===== src/rtl/cpu_types_pkg.sv =====
// Shared CPU types: word and RAM status types plus the memory arbiter state
// encoding and the load word returned when an access is abandoned.
package cpu_types_pkg;

  typedef logic [31:0] word_t;

  typedef enum logic [1:0] {
    FREE,
    BUSY,
    ACCESS,
    ERROR
  } ramstate_t;

  typedef enum logic [1:0] {
    IDLE,
    DACC,
    IACC,
    RESP
  } arbstate_t;

  localparam word_t ARB_TIMEOUT_WORD = 32'hBAD0_BAD0;

endpackage


===== src/rtl/mem_arbiter_if.sv =====
// Request-unit and RAM-side signal bundle for mem_arbiter.
// The arbiter connects through the slave modport; the requester/RAM side uses master.
interface mem_arbiter_if;
  import cpu_types_pkg::*;

  // Handshake: a requester holds its REN/WEN strobe and operands steady until
  // the matching one-cycle hit; the strobe is sampled only while the arbiter is
  // idle, and the requester drops or changes it during the hit cycle. The RAM
  // completes an access by reporting ACCESS (or ERROR) on ramstate.
  logic  imemREN;
  word_t imemaddr;
  logic  dmemREN;
  logic  dmemWEN;
  word_t dmemaddr;
  word_t dmemstore;
  logic  ihit;
  logic  dhit;
  word_t imemload;
  word_t dmemload;
  logic  ramREN;
  logic  ramWEN;
  word_t ramaddr;
  word_t ramstore;
  word_t ramload;
  ramstate_t ramstate;
  logic  arb_err;

  modport slave (
    input  imemREN, imemaddr, dmemREN, dmemWEN, dmemaddr, dmemstore,
    input  ramload, ramstate,
    output ihit, dhit, imemload, dmemload,
    output ramREN, ramWEN, ramaddr, ramstore, arb_err
  );

  modport master (
    output imemREN, imemaddr, dmemREN, dmemWEN, dmemaddr, dmemstore,
    output ramload, ramstate,
    input  ihit, dhit, imemload, dmemload,
    input  ramREN, ramWEN, ramaddr, ramstore, arb_err
  );

endinterface


===== src/rtl/mem_arbiter.sv =====
// Arbitrates instruction and data requests onto one RAM port, data first.
// Optional watchdog on each RAM access is enabled by defining MEM_ARB_TIMEOUT_EN.
module mem_arbiter
  import cpu_types_pkg::*;
#(
  parameter int TIMEOUT_CYCLES = 64
) (
  input  logic         CLK,
  input  logic         nRST,
  mem_arbiter_if.slave bus,
  output arbstate_t    arb_state
);

  if (TIMEOUT_CYCLES < 2) begin : g_bad_timeout
    $error("mem_arbiter: TIMEOUT_CYCLES must be at least 2");
  end

  arbstate_t state;
  logic  ihit_r, dhit_r, ramren_r, ramwen_r, err_r;
  word_t ramaddr_r, ramstore_r, iload_r, dload_r;

`ifdef MEM_ARB_TIMEOUT_EN
  localparam int CW = ($clog2(TIMEOUT_CYCLES) > 8) ? $clog2(TIMEOUT_CYCLES) : 8;
  logic [CW-1:0] wait_cnt;
`endif

  always_ff @(posedge CLK) begin
    if (!nRST) begin
      state      <= IDLE;
      ihit_r     <= 1'b0;
      dhit_r     <= 1'b0;
      ramren_r   <= 1'b0;
      ramwen_r   <= 1'b0;
      err_r      <= 1'b0;
      ramaddr_r  <= '0;
      ramstore_r <= '0;
      iload_r    <= '0;
      dload_r    <= '0;
`ifdef MEM_ARB_TIMEOUT_EN
      wait_cnt   <= '0;
`endif
    end else begin
      case (state)
        IDLE: begin
          // Both data strobes at once resolve to a write and flag the error.
          if (bus.dmemREN || bus.dmemWEN) begin
            state      <= DACC;
            ramaddr_r  <= bus.dmemaddr;
            ramstore_r <= bus.dmemstore;
            ramwen_r   <= bus.dmemWEN;
            ramren_r   <= !bus.dmemWEN;
            if (bus.dmemREN && bus.dmemWEN) err_r <= 1'b1;
`ifdef MEM_ARB_TIMEOUT_EN
            wait_cnt   <= '0;
`endif
          end else if (bus.imemREN) begin
            state     <= IACC;
            ramaddr_r <= bus.imemaddr;
            ramren_r  <= 1'b1;
            ramwen_r  <= 1'b0;
`ifdef MEM_ARB_TIMEOUT_EN
            wait_cnt  <= '0;
`endif
          end
        end
        DACC, IACC: begin
          if (bus.ramstate == ACCESS || bus.ramstate == ERROR) begin
            state    <= RESP;
            ramren_r <= 1'b0;
            ramwen_r <= 1'b0;
            if (state == IACC) begin
              ihit_r  <= 1'b1;
              iload_r <= bus.ramload;
            end else begin
              dhit_r <= 1'b1;
              if (ramren_r) dload_r <= bus.ramload;
            end
            if (bus.ramstate == ERROR) err_r <= 1'b1;
          end
`ifdef MEM_ARB_TIMEOUT_EN
          else if (wait_cnt == CW'(TIMEOUT_CYCLES - 1)) begin
            state    <= RESP;
            ramren_r <= 1'b0;
            ramwen_r <= 1'b0;
            err_r    <= 1'b1;
            if (state == IACC) begin
              ihit_r  <= 1'b1;
              iload_r <= ARB_TIMEOUT_WORD;
            end else begin
              dhit_r  <= 1'b1;
              dload_r <= ARB_TIMEOUT_WORD;
            end
          end else begin
            wait_cnt <= wait_cnt + 1'b1;
          end
`endif
        end
        RESP: begin
          ihit_r <= 1'b0;
          dhit_r <= 1'b0;
          state  <= IDLE;
        end
        default: state <= IDLE;
      endcase
    end
  end

  assign bus.ihit     = ihit_r;
  assign bus.dhit     = dhit_r;
  assign bus.imemload = iload_r;
  assign bus.dmemload = dload_r;
  assign bus.ramREN   = ramren_r;
  assign bus.ramWEN   = ramwen_r;
  assign bus.ramaddr  = ramaddr_r;
  assign bus.ramstore = ramstore_r;
  assign bus.arb_err  = err_r;
  assign arb_state    = state;

endmodule


===== src/flat_wrapper.sv =====
// flat-port wrapper written by rule: the top's interface ports become plain ports
module mem_arbiter_flat import cpu_types_pkg::*;
#(
  parameter int TIMEOUT_CYCLES = 64
)
  (CLK, nRST, arb_state, bus_imemREN, bus_imemaddr, bus_dmemREN, bus_dmemWEN, bus_dmemaddr, bus_dmemstore, bus_ramload, bus_ramstate, bus_ihit, bus_dhit, bus_imemload, bus_dmemload, bus_ramREN, bus_ramWEN, bus_ramaddr, bus_ramstore, bus_arb_err);
  mem_arbiter_if bus_i ();
  input  logic CLK;
  input  logic nRST;
  output arbstate_t arb_state;
  input wire logic [$bits(bus_i.imemREN)-1:0] bus_imemREN;
  input wire logic [$bits(bus_i.imemaddr)-1:0] bus_imemaddr;
  input wire logic [$bits(bus_i.dmemREN)-1:0] bus_dmemREN;
  input wire logic [$bits(bus_i.dmemWEN)-1:0] bus_dmemWEN;
  input wire logic [$bits(bus_i.dmemaddr)-1:0] bus_dmemaddr;
  input wire logic [$bits(bus_i.dmemstore)-1:0] bus_dmemstore;
  input wire logic [$bits(bus_i.ramload)-1:0] bus_ramload;
  input wire logic [$bits(bus_i.ramstate)-1:0] bus_ramstate;
  output wire logic [$bits(bus_i.ihit)-1:0] bus_ihit;
  output wire logic [$bits(bus_i.dhit)-1:0] bus_dhit;
  output wire logic [$bits(bus_i.imemload)-1:0] bus_imemload;
  output wire logic [$bits(bus_i.dmemload)-1:0] bus_dmemload;
  output wire logic [$bits(bus_i.ramREN)-1:0] bus_ramREN;
  output wire logic [$bits(bus_i.ramWEN)-1:0] bus_ramWEN;
  output wire logic [$bits(bus_i.ramaddr)-1:0] bus_ramaddr;
  output wire logic [$bits(bus_i.ramstore)-1:0] bus_ramstore;
  output wire logic [$bits(bus_i.arb_err)-1:0] bus_arb_err;
  assign bus_i.imemREN = bus_imemREN;
  assign bus_i.imemaddr = bus_imemaddr;
  assign bus_i.dmemREN = bus_dmemREN;
  assign bus_i.dmemWEN = bus_dmemWEN;
  assign bus_i.dmemaddr = bus_dmemaddr;
  assign bus_i.dmemstore = bus_dmemstore;
  assign bus_i.ramload = bus_ramload;
  assign bus_i.ramstate = bus_ramstate;
  assign bus_ihit = bus_i.ihit;
  assign bus_dhit = bus_i.dhit;
  assign bus_imemload = bus_i.imemload;
  assign bus_dmemload = bus_i.dmemload;
  assign bus_ramREN = bus_i.ramREN;
  assign bus_ramWEN = bus_i.ramWEN;
  assign bus_ramaddr = bus_i.ramaddr;
  assign bus_ramstore = bus_i.ramstore;
  assign bus_arb_err = bus_i.arb_err;
  mem_arbiter #(.TIMEOUT_CYCLES(TIMEOUT_CYCLES)) u_core (.CLK(CLK), .nRST(nRST), .bus(bus_i), .arb_state(arb_state));
endmodule

===== config.mk =====
export PLATFORM = sky130hd
export DESIGN_NAME = mem_arbiter_flat
export DESIGN_NICKNAME = d
export VERILOG_FILES = /design/src/rtl/cpu_types_pkg.sv /design/src/rtl/mem_arbiter_if.sv /design/src/rtl/mem_arbiter.sv /design/src/flat_wrapper.sv
export SDC_FILE = /design/constraint.sdc
export NUM_CORES = 1
export LEC_CHECK = 0
export CORE_UTILIZATION = 40
export DETAILED_ROUTE_END_ITERATION = 6
export PLACE_DENSITY = 0.89
export SKIP_CTS_REPAIR_TIMING = 1
export SYNTH_ARGS = -nofsm -noshare
export SYNTH_HDL_FRONTEND = slang
export SYNTH_SLANG_ARGS = --single-unit

===== constraint.sdc =====
create_clock -name CLK -period 1.9 [get_ports CLK]
set_input_delay 0.19 -clock CLK [delete_from_list [all_inputs] [get_ports CLK]]
set_output_delay 0.19 -clock CLK [all_outputs]
set_load 0.03 [all_outputs]

==> run summary <==
R2r endpoint -> u_core.bus.ramWEN
# diodes -> 0
Die area -> 0.0138 mm²
Main combinational cell family by area after synthesis -> compound AO/OA/AOI/OAI gates
Post-synthesis xor/xnor area fraction -> 0%
Synthesized area -> 0.00533 mm²
Crit Path Category -> flip-flop to primary output
Vias in the first global route -> 4932
Max Clk Rate -> 571 MHz
WP buf/inv -> 2
Max stage delay cell, worst path -> clkdlybuf4s50_1
RSZ-0062 raised after global routing -> false
Minimum clock period -> 1.75 ns
CP startpoint -> u_core.arb_state[0]
Crit path DAT -> 1.56 ns
Peak VDD IR -> 1.02 mV
CTS tree -> done
1st-iter DRT viols -> 328
Ys Warns -> 0
Final wirelength -> 15200 µm
Hold depth -> 2
Gr ovfl total -> 0
Final setup vio count -> 0
CP Data Required Time -> 1.71 ns
Vias -> 5083
Delay-heaviest family, CP -> buffers and inverters
Post-synth top area share -> 50.7%
Overall Power -> 0.0114 W
# placed instances -> 1018
Pins Over Slew Limit -> 0
Worst path depth -> 2
Hold Path Class -> input port to flip-flop
DP Area -> 0.00827 mm²
Total Nets Final -> 1006
CTS Root Cell -> clkbuf_16
Worst slew margin -> 73.0%
Worst Skew -> 0.00867 ns
IO Pins -> 270
Gr usage total -> 22.3%
Largest net degree at the start of global routing -> 73
Register bit total from synthesis -> 135
Clk sinks -> 135
Power Density -> 1300 mW/mm²
CP max stage delay -> 0.68 ns
Wire per inst -> 14.5 µm
Placer Congestion -> 0.816
Clock buffer depth -> 2
Cell area after layout -> 0.00878 mm²
Post-synthesis mux area share -> 6.22%
Worst hold start -> nRST
Initial Utilization -> 41.5%
Post-DR vias/cell -> 4.85
Status -> finished, final reports clean
Level count of the clock H-tree -> 4
Hold path endpoint -> u_core.arb_state[1]
Final setup TNS -> 0 ns
Core area -> 0.0128 mm²
Min Hold Slack -> 0.231 ns
Synth area leader -> dfxtp_1
Port bufs -> 269
Cells after Synth -> 607
Clk_lat worst skew -> 0.40 ns
Simple-gate share of the synthesized area -> 15.2%
Synth Area in Adders -> 1.41%
Type of origin of the critical path -> flip-flop
TritonCTS Buffers -> 17
Synth Area in Compound Gates -> 22.3%
Worst Path Max Fanout -> 5
DR DRC count -> 0
Die height -> 117 µm
Worst Max-Slew Pin Slew -> 0.403 ns
Avg Synthesized Cell Area -> 8.78 µm²
Final Hold Vio Count -> 0
Synth unique cells -> 34
Worst Reg-to-Reg Cells -> 5
FP Rows -> 41
Share of cells above drive strength 1 -> 5.36%
HPWL Detailed -> 10600 µm
Initial antenna violation count -> 0
RR Startpoint -> u_core.arb_state[0]
Clock Pin Slew Worst Setup and Hold Paths -> 0.05 ns
Sequential area share after synthesis -> 50.7%
Worst setup EP type -> primary output
Syn nets -> 748
Post-Layout Cell Count -> 1049
Max cap viols -> 0
Die X -> 117 µm
R2r setup slk -> 0.26 ns
Synth top area cells -> dfxtp_1 (51%), nand2_1 (14%), a21boi_1 (9.6%), mux2i_1 (6.0%), a21boi_0 (4.4%)
Period utilization -> 92.2%
Leakage -> 3.22 nW
First-pass GRT wire length -> 24500 µm
DRT antenna net count -> 0
Crit-path cells -> buf_4 -> clkdlybuf4s50_1
Router iterations before antenna repair -> 6
Area grow syn2layout -> 64.8%
-- logic make-up (layout without fill, tap and decap cells) --
kind of cell,after synthesis,count (layout)
and+or+nand+nor,205,205
AOI/OAI and AO/OA,179,179
DFF,135,135
muxes,33,33
buffers and inverters,49,319
adders and majority gates,6,6
-- cells in the mapped netlist --
cell	number
clkbuf_1	22
dfxtp_1	135
nor2_4	1
inv_1	2
or4_1	1
o31ai_1	2
nand2_1	195
buf_4	3
and2_1	1
o21ai_1	29
o31a_1	1
and3_1	1
o21a_1	2
buf_1	2
a21boi_1	68
a21oi_1	32
nor4b_2	1
a2111o_1	1
o311ai_0	2
mux2_2	1
or4b_1	1
o21ai_0	6
ha_1	6
nand3_1	1
nor2b_1	1
o211ai_1	1
buf_2	20
o41ai_1	2
nand2b_1	1
o311a_1	1
a21boi_0	31
nor2_1	1
mux2i_1	32
a211oi_1	1
-- metal layers --
| layer | GRT usage [%] | share of wire (%) | routed length, µm |
|---|---|---|---|
| met1 | 25.5 | 41 | 6310 |
| met2 | 38.7 | 51 | 7690 |
| met3 | 7.20 | 6.2 | 948 |
| met4 | 8.28 | 1.8 | 269 |
| met5 | 0 | 0 | 0 |
-- placed cells by master, fill, tap and decap left out, drive strengths merged, types with 6 or more instances in the layout --
cell	Yosys	final
clkdlybuf4s50	0	268
nand2	195	195
dfxtp	135	135
a21boi	99	99
o21ai	35	35
mux2i	32	32
a21oi	32	32
clkbuf	22	28
buf	25	18
ha	6	6
-- how the worst max path moves through the flow --
stage / slack [ns] / to
floorplan: 0.003 / u_core.bus.dhit
global placement: 0.24 / u_core.arb_state[1]
detailed placement: 0.19 / u_core.arb_state[1]
CTS: 0.13 / arb_state[0]
global route: 0.07 / arb_state[1]
finish: 0.15 / arb_state[0]
-- sequential cells by signal, summed over array words and instances, names as in the netlist --
signal	count
u_core.bus.arb_err	1
u_core.bus.dhit	1
u_core.bus.dmemload	32
u_core.bus.ihit	1
u_core.bus.ramaddr	32
u_core.bus.ramREN	1
u_core.bus.imemload	32
u_core.bus.ramWEN	1
u_core.arb_state	2
u_core.bus.ramstore	32
-- stage by stage --
| stage | utilization [%] | worst slack, ns |
|---|---|---|
| after global placement | 64.4 | 0.242 |
| after floorplan | - | 0.00304 |
| after detailed placement | 64.4 | 0.193 |
| after CTS | 68.5 | 0.125 |
| final | 68.5 | 0.148 |
| after global routing | 68.5 | 0.0673 |
-- power by group --
part / switching [W] / internal [W] / total [W]
logic: 0.00280 / 0.00203 / 0.00483
clock network: 0.00109 / 0.00176 / 0.00285
registers: 0.000308 / 0.00344 / 0.00375
total: 0.00420 / 0.00723 / 0.0114
-- layout make-up --
type / instances / area (µm²)
multi-input combinational: 423 / 2410
sequential: 135 / 2700
clock buffer: 28 / 497
fill: 1006 / 4040
clock inverter: 3 / 17.5
inverter: 2 / 7.51
tap: 172 / 215
timing repair buffer: 286 / 2930
Power figures use the tool's default switching activity.
